[src/rtl/rv32_pkg.sv]
// rv32_pkg: constants shared by the RV32 immediate encoder and decoder.
//   - format vector bit indices: {is_r, is_i, is_s, is_s_subtype_b, is_u, is_u_subtype_j}
//   - the six legal one-/two-hot format codes
//   - instruction field widths
package rv32_pkg;

   localparam int XLEN  = 32;
   localparam int FMT_W = 6;
   localparam int OPC_W = 7;
   localparam int REG_W = 5;
   localparam int F3_W  = 3;
   localparam int F7_W  = 7;

   // Bit positions inside the format vector
   localparam int FMT_R_IDX  = 5;
   localparam int FMT_I_IDX  = 4;
   localparam int FMT_S_IDX  = 3;
   localparam int FMT_SB_IDX = 2;
   localparam int FMT_U_IDX  = 1;
   localparam int FMT_UJ_IDX = 0;

   // B and J are subtypes: they keep the parent bit set alongside their own
   localparam logic [FMT_W-1:0] FMT_R = 6'b100000;
   localparam logic [FMT_W-1:0] FMT_I = 6'b010000;
   localparam logic [FMT_W-1:0] FMT_S = 6'b001000;
   localparam logic [FMT_W-1:0] FMT_B = 6'b001100;
   localparam logic [FMT_W-1:0] FMT_U = 6'b000010;
   localparam logic [FMT_W-1:0] FMT_J = 6'b000011;

   // Payload carried through both pipeline stages
   typedef struct packed {
      logic [XLEN-1:0] instr;
      logic            err;
   } enc_word_t;

endpackage

[src/rtl/rv32_mod_imm_range_check.sv]
// rv32_mod_imm_range_check: combinational legality check of a format code and
// whether the immediate fits the field the format scatters it into.
// Ports:
//   i_format       format vector
//   i_immediate    unscattered immediate
//   o_in_range     immediate representable (always 1 unless range checking built in)
//   o_format_legal format is one of R/I/S/B/U/J
// Build option: RV32_IMM_ENC_RANGE_CHECK_EN compiles in the range rules.
module rv32_mod_imm_range_check
   import rv32_pkg::*;
(
   input  logic [FMT_W-1:0] i_format,
   input  logic [XLEN-1:0]  i_immediate,
   output logic             o_in_range,
   output logic             o_format_legal
);

   assign o_format_legal = i_format inside {FMT_R, FMT_I, FMT_S, FMT_B, FMT_U, FMT_J};

`ifdef RV32_IMM_ENC_RANGE_CHECK_EN
   // "All equal" = sign extension of the highest encoded bit is intact
   logic w_hi11_eq, w_hi12_eq, w_hi20_eq;
   assign w_hi11_eq = (&i_immediate[31:11]) | ~(|i_immediate[31:11]);
   assign w_hi12_eq = (&i_immediate[31:12]) | ~(|i_immediate[31:12]);
   assign w_hi20_eq = (&i_immediate[31:20]) | ~(|i_immediate[31:20]);

   always_comb begin
      o_in_range = 1'b1;
      case (i_format)
         FMT_I, FMT_S: o_in_range = w_hi11_eq;
         FMT_B:        o_in_range = w_hi12_eq & ~i_immediate[0];
         FMT_J:        o_in_range = w_hi20_eq & ~i_immediate[0];
         FMT_U:        o_in_range = ~(|i_immediate[11:0]);
         default:      o_in_range = 1'b1;
      endcase
   end
`else
   logic w_unused_imm;
   assign w_unused_imm = ^i_immediate;
   assign o_in_range   = 1'b1;
`endif

endmodule

[src/rtl/rv32_mod_instruction_encoder_imm.sv]
// rv32_mod_instruction_encoder_imm: two-stage valid/ready RV32 encoder.
// Packs opcode/register/funct fields and scatters the immediate per format.
// Ports:
//   clk, rst            clock, async active-high reset
//   in_valid/in_ready   input handshake; in_ready = s1 can load
//   in_format .. in_immediate  instruction fields
//   out_valid/out_ready output handshake
//   out_instruction     encoded word (0 for an illegal format)
//   out_error           illegal format, or immediate out of range when checked
//   err_sticky          set by any transferred error, cleared by err_clear (set wins)
// Build option: RV32_IMM_ENC_RANGE_CHECK_EN adds range violations to out_error.
module rv32_mod_instruction_encoder_imm
   import rv32_pkg::*;
(
   input  logic             clk,
   input  logic             rst,
   input  logic             in_valid,
   output logic             in_ready,
   input  logic [FMT_W-1:0] in_format,
   input  logic [OPC_W-1:0] in_opcode,
   input  logic [REG_W-1:0] in_rd,
   input  logic [REG_W-1:0] in_rs1,
   input  logic [REG_W-1:0] in_rs2,
   input  logic [F3_W-1:0]  in_funct3,
   input  logic [F7_W-1:0]  in_funct7,
   input  logic [XLEN-1:0]  in_immediate,
   output logic             out_valid,
   input  logic             out_ready,
   output logic [XLEN-1:0]  out_instruction,
   output logic             out_error,
   output logic             err_sticky,
   input  logic             err_clear
);

   logic            w_in_range, w_fmt_legal;
   logic            w_s1_load, w_s2_load;
   enc_word_t       w_enc;
   logic [XLEN-1:0] w_imm;

   logic            r_s1_valid, r_s2_valid, r_err_sticky;
   enc_word_t       r_s1, r_s2;

   rv32_mod_imm_range_check u_range (
      .i_format       (in_format),
      .i_immediate    (in_immediate),
      .o_in_range     (w_in_range),
      .o_format_legal (w_fmt_legal)
   );

   assign w_imm = in_immediate;

   // Immediate scatter; imm[0] of B/J is dropped (caught by the range check)
   always_comb begin
      w_enc.instr = '0;
      case (in_format)
         FMT_R: w_enc.instr = {in_funct7, in_rs2, in_rs1, in_funct3, in_rd, in_opcode};
         FMT_I: w_enc.instr = {w_imm[11:0], in_rs1, in_funct3, in_rd, in_opcode};
         FMT_S: w_enc.instr = {w_imm[11:5], in_rs2, in_rs1, in_funct3, w_imm[4:0], in_opcode};
         FMT_B: w_enc.instr = {w_imm[12], w_imm[10:5], in_rs2, in_rs1, in_funct3,
                               w_imm[4:1], w_imm[11], in_opcode};
         FMT_U: w_enc.instr = {w_imm[31:12], in_rd, in_opcode};
         FMT_J: w_enc.instr = {w_imm[20], w_imm[10:1], w_imm[11], w_imm[19:12],
                               in_rd, in_opcode};
         default: w_enc.instr = '0;
      endcase
      w_enc.err = ~w_fmt_legal | ~w_in_range;
   end

   // Skid-free two-stage pipe: each stage loads when it is empty or draining
   assign w_s2_load = ~r_s2_valid | out_ready;
   assign w_s1_load = ~r_s1_valid | w_s2_load;
   assign in_ready  = w_s1_load;

   always_ff @(posedge clk or posedge rst) begin
      if (rst) begin
         r_s1_valid   <= 1'b0;
         r_s2_valid   <= 1'b0;
         r_s1         <= '0;
         r_s2         <= '0;
         r_err_sticky <= 1'b0;
      end else begin
         if (w_s1_load) begin
            r_s1_valid <= in_valid;
            if (in_valid) r_s1 <= w_enc;
         end
         if (w_s2_load) begin
            r_s2_valid <= r_s1_valid;
            if (r_s1_valid) r_s2 <= r_s1;
         end
         if (r_s2_valid && out_ready && r_s2.err) r_err_sticky <= 1'b1;
         else if (err_clear)                      r_err_sticky <= 1'b0;
      end
   end

   assign out_valid       = r_s2_valid;
   assign out_instruction = r_s2.instr;
   assign out_error       = r_s2.err;
   assign err_sticky      = r_err_sticky;

endmodule

[config.mk]
export PLATFORM = sky130hd
export DESIGN_NAME = rv32_mod_instruction_encoder_imm
export DESIGN_NICKNAME = d
export VERILOG_FILES = /design/src/rtl/rv32_pkg.sv /design/src/rtl/rv32_mod_imm_range_check.sv /design/src/rtl/rv32_mod_instruction_encoder_imm.sv
export SDC_FILE = /design/constraint.sdc
export NUM_CORES = 1
export LEC_CHECK = 0
export CAP_MARGIN = 25
export CORE_MARGIN = 2
export CORE_UTILIZATION = 49
export DETAILED_ROUTE_END_ITERATION = 10
export PLACE_DENSITY = 0.91
export SKIP_LAST_GASP = 1
export SYNTH_ARGS = -nofsm -noshare
export SYNTH_HDL_FRONTEND = slang
export SYNTH_SLANG_ARGS = --single-unit
[constraint.sdc]
create_clock -name clk -period 5.9 [get_ports clk]
set_input_delay 0.885 -clock clk [delete_from_list [all_inputs] [get_ports clk]]
set_output_delay 0.885 -clock clk [all_outputs]
set_load 0.005 [all_outputs]
* After elaboration in Yosys (flattened, before gate mapping)
Index checks and enable logic that the tools add are counted.
** Storage, ports and cells
- Register bits :: 69
- Input port bits :: 75
- Logic and storage cells :: 27
** Cells by class
- Equality and inequality tests :: 6
- Muxes and demuxes :: 3
- Bitwise logic cells :: 5
- Reductions and logical operators :: 6
** Operator list (number)
- case mux 32 bit (6 select lines) :: 1
- == test 6 x 2 -> 1 bit (second input constant) :: 2
- == test 6 x 4 -> 1 bit (second input constant) :: 2
- == test 6 x 5 -> 1 bit (second input constant) :: 1
- == test 6 bit (second input constant) :: 1
- nonzero test 6 bit :: 1
- AND reduction 2 bit :: 2
- NOT 1 bit :: 3
- logical AND 1 bit :: 2
- 2-to-1 mux 1 bit :: 2
- OR 1 bit :: 2
- nonzero test 2 bit :: 1

* Logic depth before layout (Yosys ltp)
- Depth in word-level cells :: 4
- Gate-level depth with buffers :: 6

* By module
Synthesis repeated with hierarchy kept, for this count alone.
** Unflattened totals
- Cell total of the unflattened synthesis :: 262
- Area total of the unflattened synthesis :: 3156.8 µm²
** Modules (own cells, without submodules)
- rv32_mod_instruction_encoder_imm :: instances 1, cells each 253, area an instance 3091.7 µm², sequential area each 1726.7 µm²
- rv32_mod_imm_range_check :: instances 1, cells each 9, area an instance 65.1 µm², sequential area each 0.0 µm²

* Worst setup path before layout
Ideal clock, no wire load.
- Path kind :: input to register
- From :: input in_format[5]
- To :: register r_s1[0] (netlist name)
- Arrival time :: 2016 ps
- Data required time :: 5775 ps
- Slack :: 3758 ps
- Stages :: 6
- Path through :: buf_4 nor4b_2 nand2_1 and3_1 buf_6 mux2_4
** Between the ends
- Word-level cells in the longest chain between the ends :: 3
- Elaborated cells on any way between the ends :: 8
- Those cells by class :: eq/ne: 6; bitwise: 1; reduce/logical: 1
** Ends and longest elaborated chain
- from (decl) :: RTL line rv32_mod_instruction_encoder_imm.sv:19 : input logic [FMT_W-1:0] in_format,
- == test 6 bit, or another cell as far along :: RTL line rv32_mod_imm_range_check.sv:18 : assign o_format_legal = i_format inside {FMT_R, FMT_I, FMT_S, FMT_B, FMT_U, FMT_J};
- nonzero test 6 bit * :: RTL line rv32_mod_imm_range_check.sv:18
- NOT 1 bit * :: RTL line rv32_mod_instruction_encoder_imm.sv:66 : w_enc.err = ~w_fmt_legal | ~w_in_range;
- to (signal assigned) :: RTL line rv32_mod_instruction_encoder_imm.sv:84 : if (in_valid) r_s1 <= w_enc;
- to (decl) :: RTL line rv32_mod_instruction_encoder_imm.sv:41 : enc_word_t r_s1, r_s2;
Every way passes the cells marked *; elsewhere a longest branch is shown, timed or not.
A chain may end at the register's enable or synchronous reset.

* Final worst setup path
- From :: input out_ready
- To :: output in_ready
** Between the ends
- Word-level cells in the longest chain between the ends :: 2
** Ends and longest elaborated chain
- from (decl) :: RTL line rv32_mod_instruction_encoder_imm.sv:28 : input logic out_ready,
- OR 1 bit :: RTL line rv32_mod_instruction_encoder_imm.sv:70 : assign w_s2_load = ~r_s2_valid | out_ready;
- OR 1 bit :: RTL line rv32_mod_instruction_encoder_imm.sv:71 : assign w_s1_load = ~r_s1_valid | w_s2_load;
- to (decl) :: RTL line rv32_mod_instruction_encoder_imm.sv:18 : output logic in_ready,
Every way passes these cells.

==> impl_metrics.json <==
{
  "status": "finished clean",
  "synth_top_family_by_area": "simple AND/OR/NAND/NOR gates",
  "yosysTopAreaCell": "dfrtp_1",
  "seq_area_frac_synth_pct": 52.41,
  "grt_pass1_wl_microns": 14030,
  "crit_path_end": "in_ready",
  "ys_seq_elements": 69,
  "crit_top_cell": "clkdlybuf4s50_1",
  "synth.distinct_cells": 42,
  "synth.most_common_cell": "dfrtp_1",
  "synth_edf_count": 0,
  "synth_nets": 371,
  "cts_tree": "done",
  "clockBufferDepth": 2,
  "grt_max_degree": 70,
  "routed.top_layer": "met4",
  "crit_chain": "clkdlybuf4s50_1 -> nand3b_1 -> clkdlybuf4s50_1",
  "synth_fa_ha_area_share_pct": 0,
  "grt-ovfl-total": 0,
  "cp-start-kind": "input pin",
  "holdWs_ps": 489.8,
  "clock_latency_ps": 340,
  "detail-route-antenna-nets": 0,
  "dp_hpwl_microns": 6136,
  "crit_slowest_cell": "clkdlybuf4s50_1",
  "hold_depth": 1,
  "cp.required_ps": 5020,
  "rsz0062_at_grt": "no",
  "reg2reg_slack_ps": 4120,
  "io_pins": 111,
  "core_area_sq_um": 6422,
  "yosys-top-cells-count": "dfrtp_1, mux2_2, nand2_1, nor2_1, and3_1",
  "grt_pass1_vias": 2852,
  "leakage_nw": 1.978,
  "async_flop_share_pct": 100.0,
  "die_area_sq_um": 7395,
  "drt_iter0_markers": 165,
  "p_total_mw": 1.150,
  "peakVddDrop_mv": 0.1066,
  "synthTopCellsByArea": "dfrtp_1, mux2_2, nand2_1",
  "synth.avg_cell_area_sq_um": 11.13,
  "drtPass1Iterations": 6,
  "cts_setup_buffers": 0,
  "vias": 2858,
  "hp-class": "register to register",
  "area_growth_pct": 40.07,
  "final.fill_count": 441,
  "timing.rr.start": "out_valid",
  "grt.total_usage_pct": 24.42,
  "crit_type": "input pin to output port",
  "htreeDepth": 3,
  "path_clk_slew_ps": 60,
  "met2_length_microns": 4427,
  "dp_cells": 466,
  "synth_top_area_share_pct": 52.41,
  "timing.max_cap.violations": 0,
  "power_density_nw_per_um2": 249.3,
  "fmax_mhz": 338.1,
  "maxSlewViolCount": 0,
  "antenna_found_initial": 0,
  "min_period_ps": 2958,
  "wirelength_microns": 8835,
  "synth_area_sq_um": 3294,
  "yosys-mux-area-fraction_pct": 13.10,
  "numCtsBuffers": 9,
  "root_buffer": "clkbuf_8",
  "slew-limit-headroom_pct": 43.76,
  "start_util_pct": 51.30,
  "rr_endpoint": "r_s1[12]",
  "nets": 476,
  "finalHoldViolCount": 0,
  "syn_inst": 296,
  "worst_slew_pin_slew_ps": 843.6,
  "synthXorXnorAreaFrac_pct": 0.2659,
  "post_drt_wl_per_cell_microns": 18.29,
  "drive_above_1_share_pct": 16.26,
  "setup.worst_path.start": "out_ready",
  "tns_ps": 0,
  "setup_viol": 0,
  "die_h_microns": 86.00,
  "synth_compound_area_share_pct": 12.31,
  "met1_length_microns": 3469,
  "synth_top_flop_cell": "dfrtp_1",
  "finalNonFillerCells": 483,
  "cts_sinks": 69,
  "end_kind": "output port",
  "cp.arrival_ps": 2070,
  "worst-path-max-fanout": 4,
  "finClkSkew_ps": 9.415,
  "max_stage_delay_ps": 550,
  "rows": 29,
  "min_period_over_period_pct": 50.13,
  "diodes": 0,
  "drc": 0,
  "wl_met3_microns": 708,
  "hold_buffers": 0,
  "cts-resized-gates": 0,
  "vias_per_cell": 5.917,
  "synth-simple-area-share_pct": 17.77,
  "place_congestion": 0.8715,
  "synth-warning-count": 0,
  "io_buffers": 110,
  "die_w_microns": 86.00,
  "reg2reg_depth": 5
}
[area by class of cell]
class | instances | area (sq um) | share of cell area, %
clock buffer | 12 | 155.1 | 3.362
tap | 77 | 96.34 | 2.088
timing repair buffer | 114 | 1156 | 25.05
inverter | 7 | 26.28 | 0.5694
sequential | 69 | 1727 | 37.42
multi-input combinational | 200 | 1431 | 31.02
clock inverter | 4 | 22.52 | 0.4881
[sequential cells by signal (all words and copies together), names as in the netlist]
name / count
r_s1: 33
out_valid: 1
err_sticky: 1
out_instruction: 32
r_s1_valid: 1
out_error: 1
[cell usage in the layout, fill, tap and decap left out, types with 3 or more instances in the layout]
cell / netlist / routed
a2111oi_1: 5 / 5
a21oi_1: 4 / 4
a221oi_1: 10 / 10
a222oi_1: 4 / 4
a22oi_1: 4 / 4
and2_1: 4 / 4
and3_1: 16 / 16
clkbuf_8: 0 / 11
clkdlybuf4s50_1: 0 / 110
clkinv_2: 0 / 3
dfrtp_1: 69 / 69
inv_1: 7 / 6
mux2_2: 37 / 37
nand2_1: 27 / 27
nand2b_1: 4 / 4
nand3_1: 4 / 4
nand4_1: 3 / 3
nor2_1: 27 / 27
nor4_1: 5 / 5
nor4b_1: 3 / 3
o21ai_0: 13 / 13
o21ai_1: 6 / 6
[critical path, delay by kind of cell]
family        cells  cell delay, ps
simple gates      1             170
buf+inv           2            1020
[per-stage QoR]
| step | area [sq um] | setup slack (ps) | utilization (%) |
|---|---|---|---|
| final | 4614 | 2942 | 71.85 |
| after global routing | 4614 | 2887 | 71.85 |
| after CTS | 4589 | 2938 | 71.46 |
| after detailed placement | 4412 | 2761 | 68.69 |
| after global placement | 4397 | 2843 | 68.46 |
| after floorplan | 3294 | 3275 | - |
[cells by family (layout without fill, tap and decap cells)]
group	Yosys count	count (layout)
xor+xnor	1	1
mux	38	38
simple gates	108	108
compound gates	53	53
buf+inv	27	137
flops	69	69
[layer usage]
metal | vias up | global-route usage [%]
met5 | - | 0
met4 | 0 | 8.514
met3 | 25 | 5.294
met2 | 145 | 41.23
met1 | 1388 | 31.06
li1 | 1300 | -
[how the worst min path moves through the flow]
stage | slack, ps | start | to
2_1_floorplan | 450 | r_s1[14] | r_s1[14]
3_3_place_gp | 460 | r_s1[17] | r_s1[17]
3_5_place_dp | 480 | r_s1_valid | out_valid
4_1_cts | 490 | r_s1_valid | out_valid
5_1_grt | 510 | r_s1[14] | r_s1[14]
6_report | 490 | r_s1_valid | out_valid
[report_power, final]
part / internal (mW) / switching, mW
Combinational: 0.157 / 0.0994
Clock: 0.173 / 0.166
Sequential: 0.526 / 0.0287
Power figures use the tool's default switching activity.
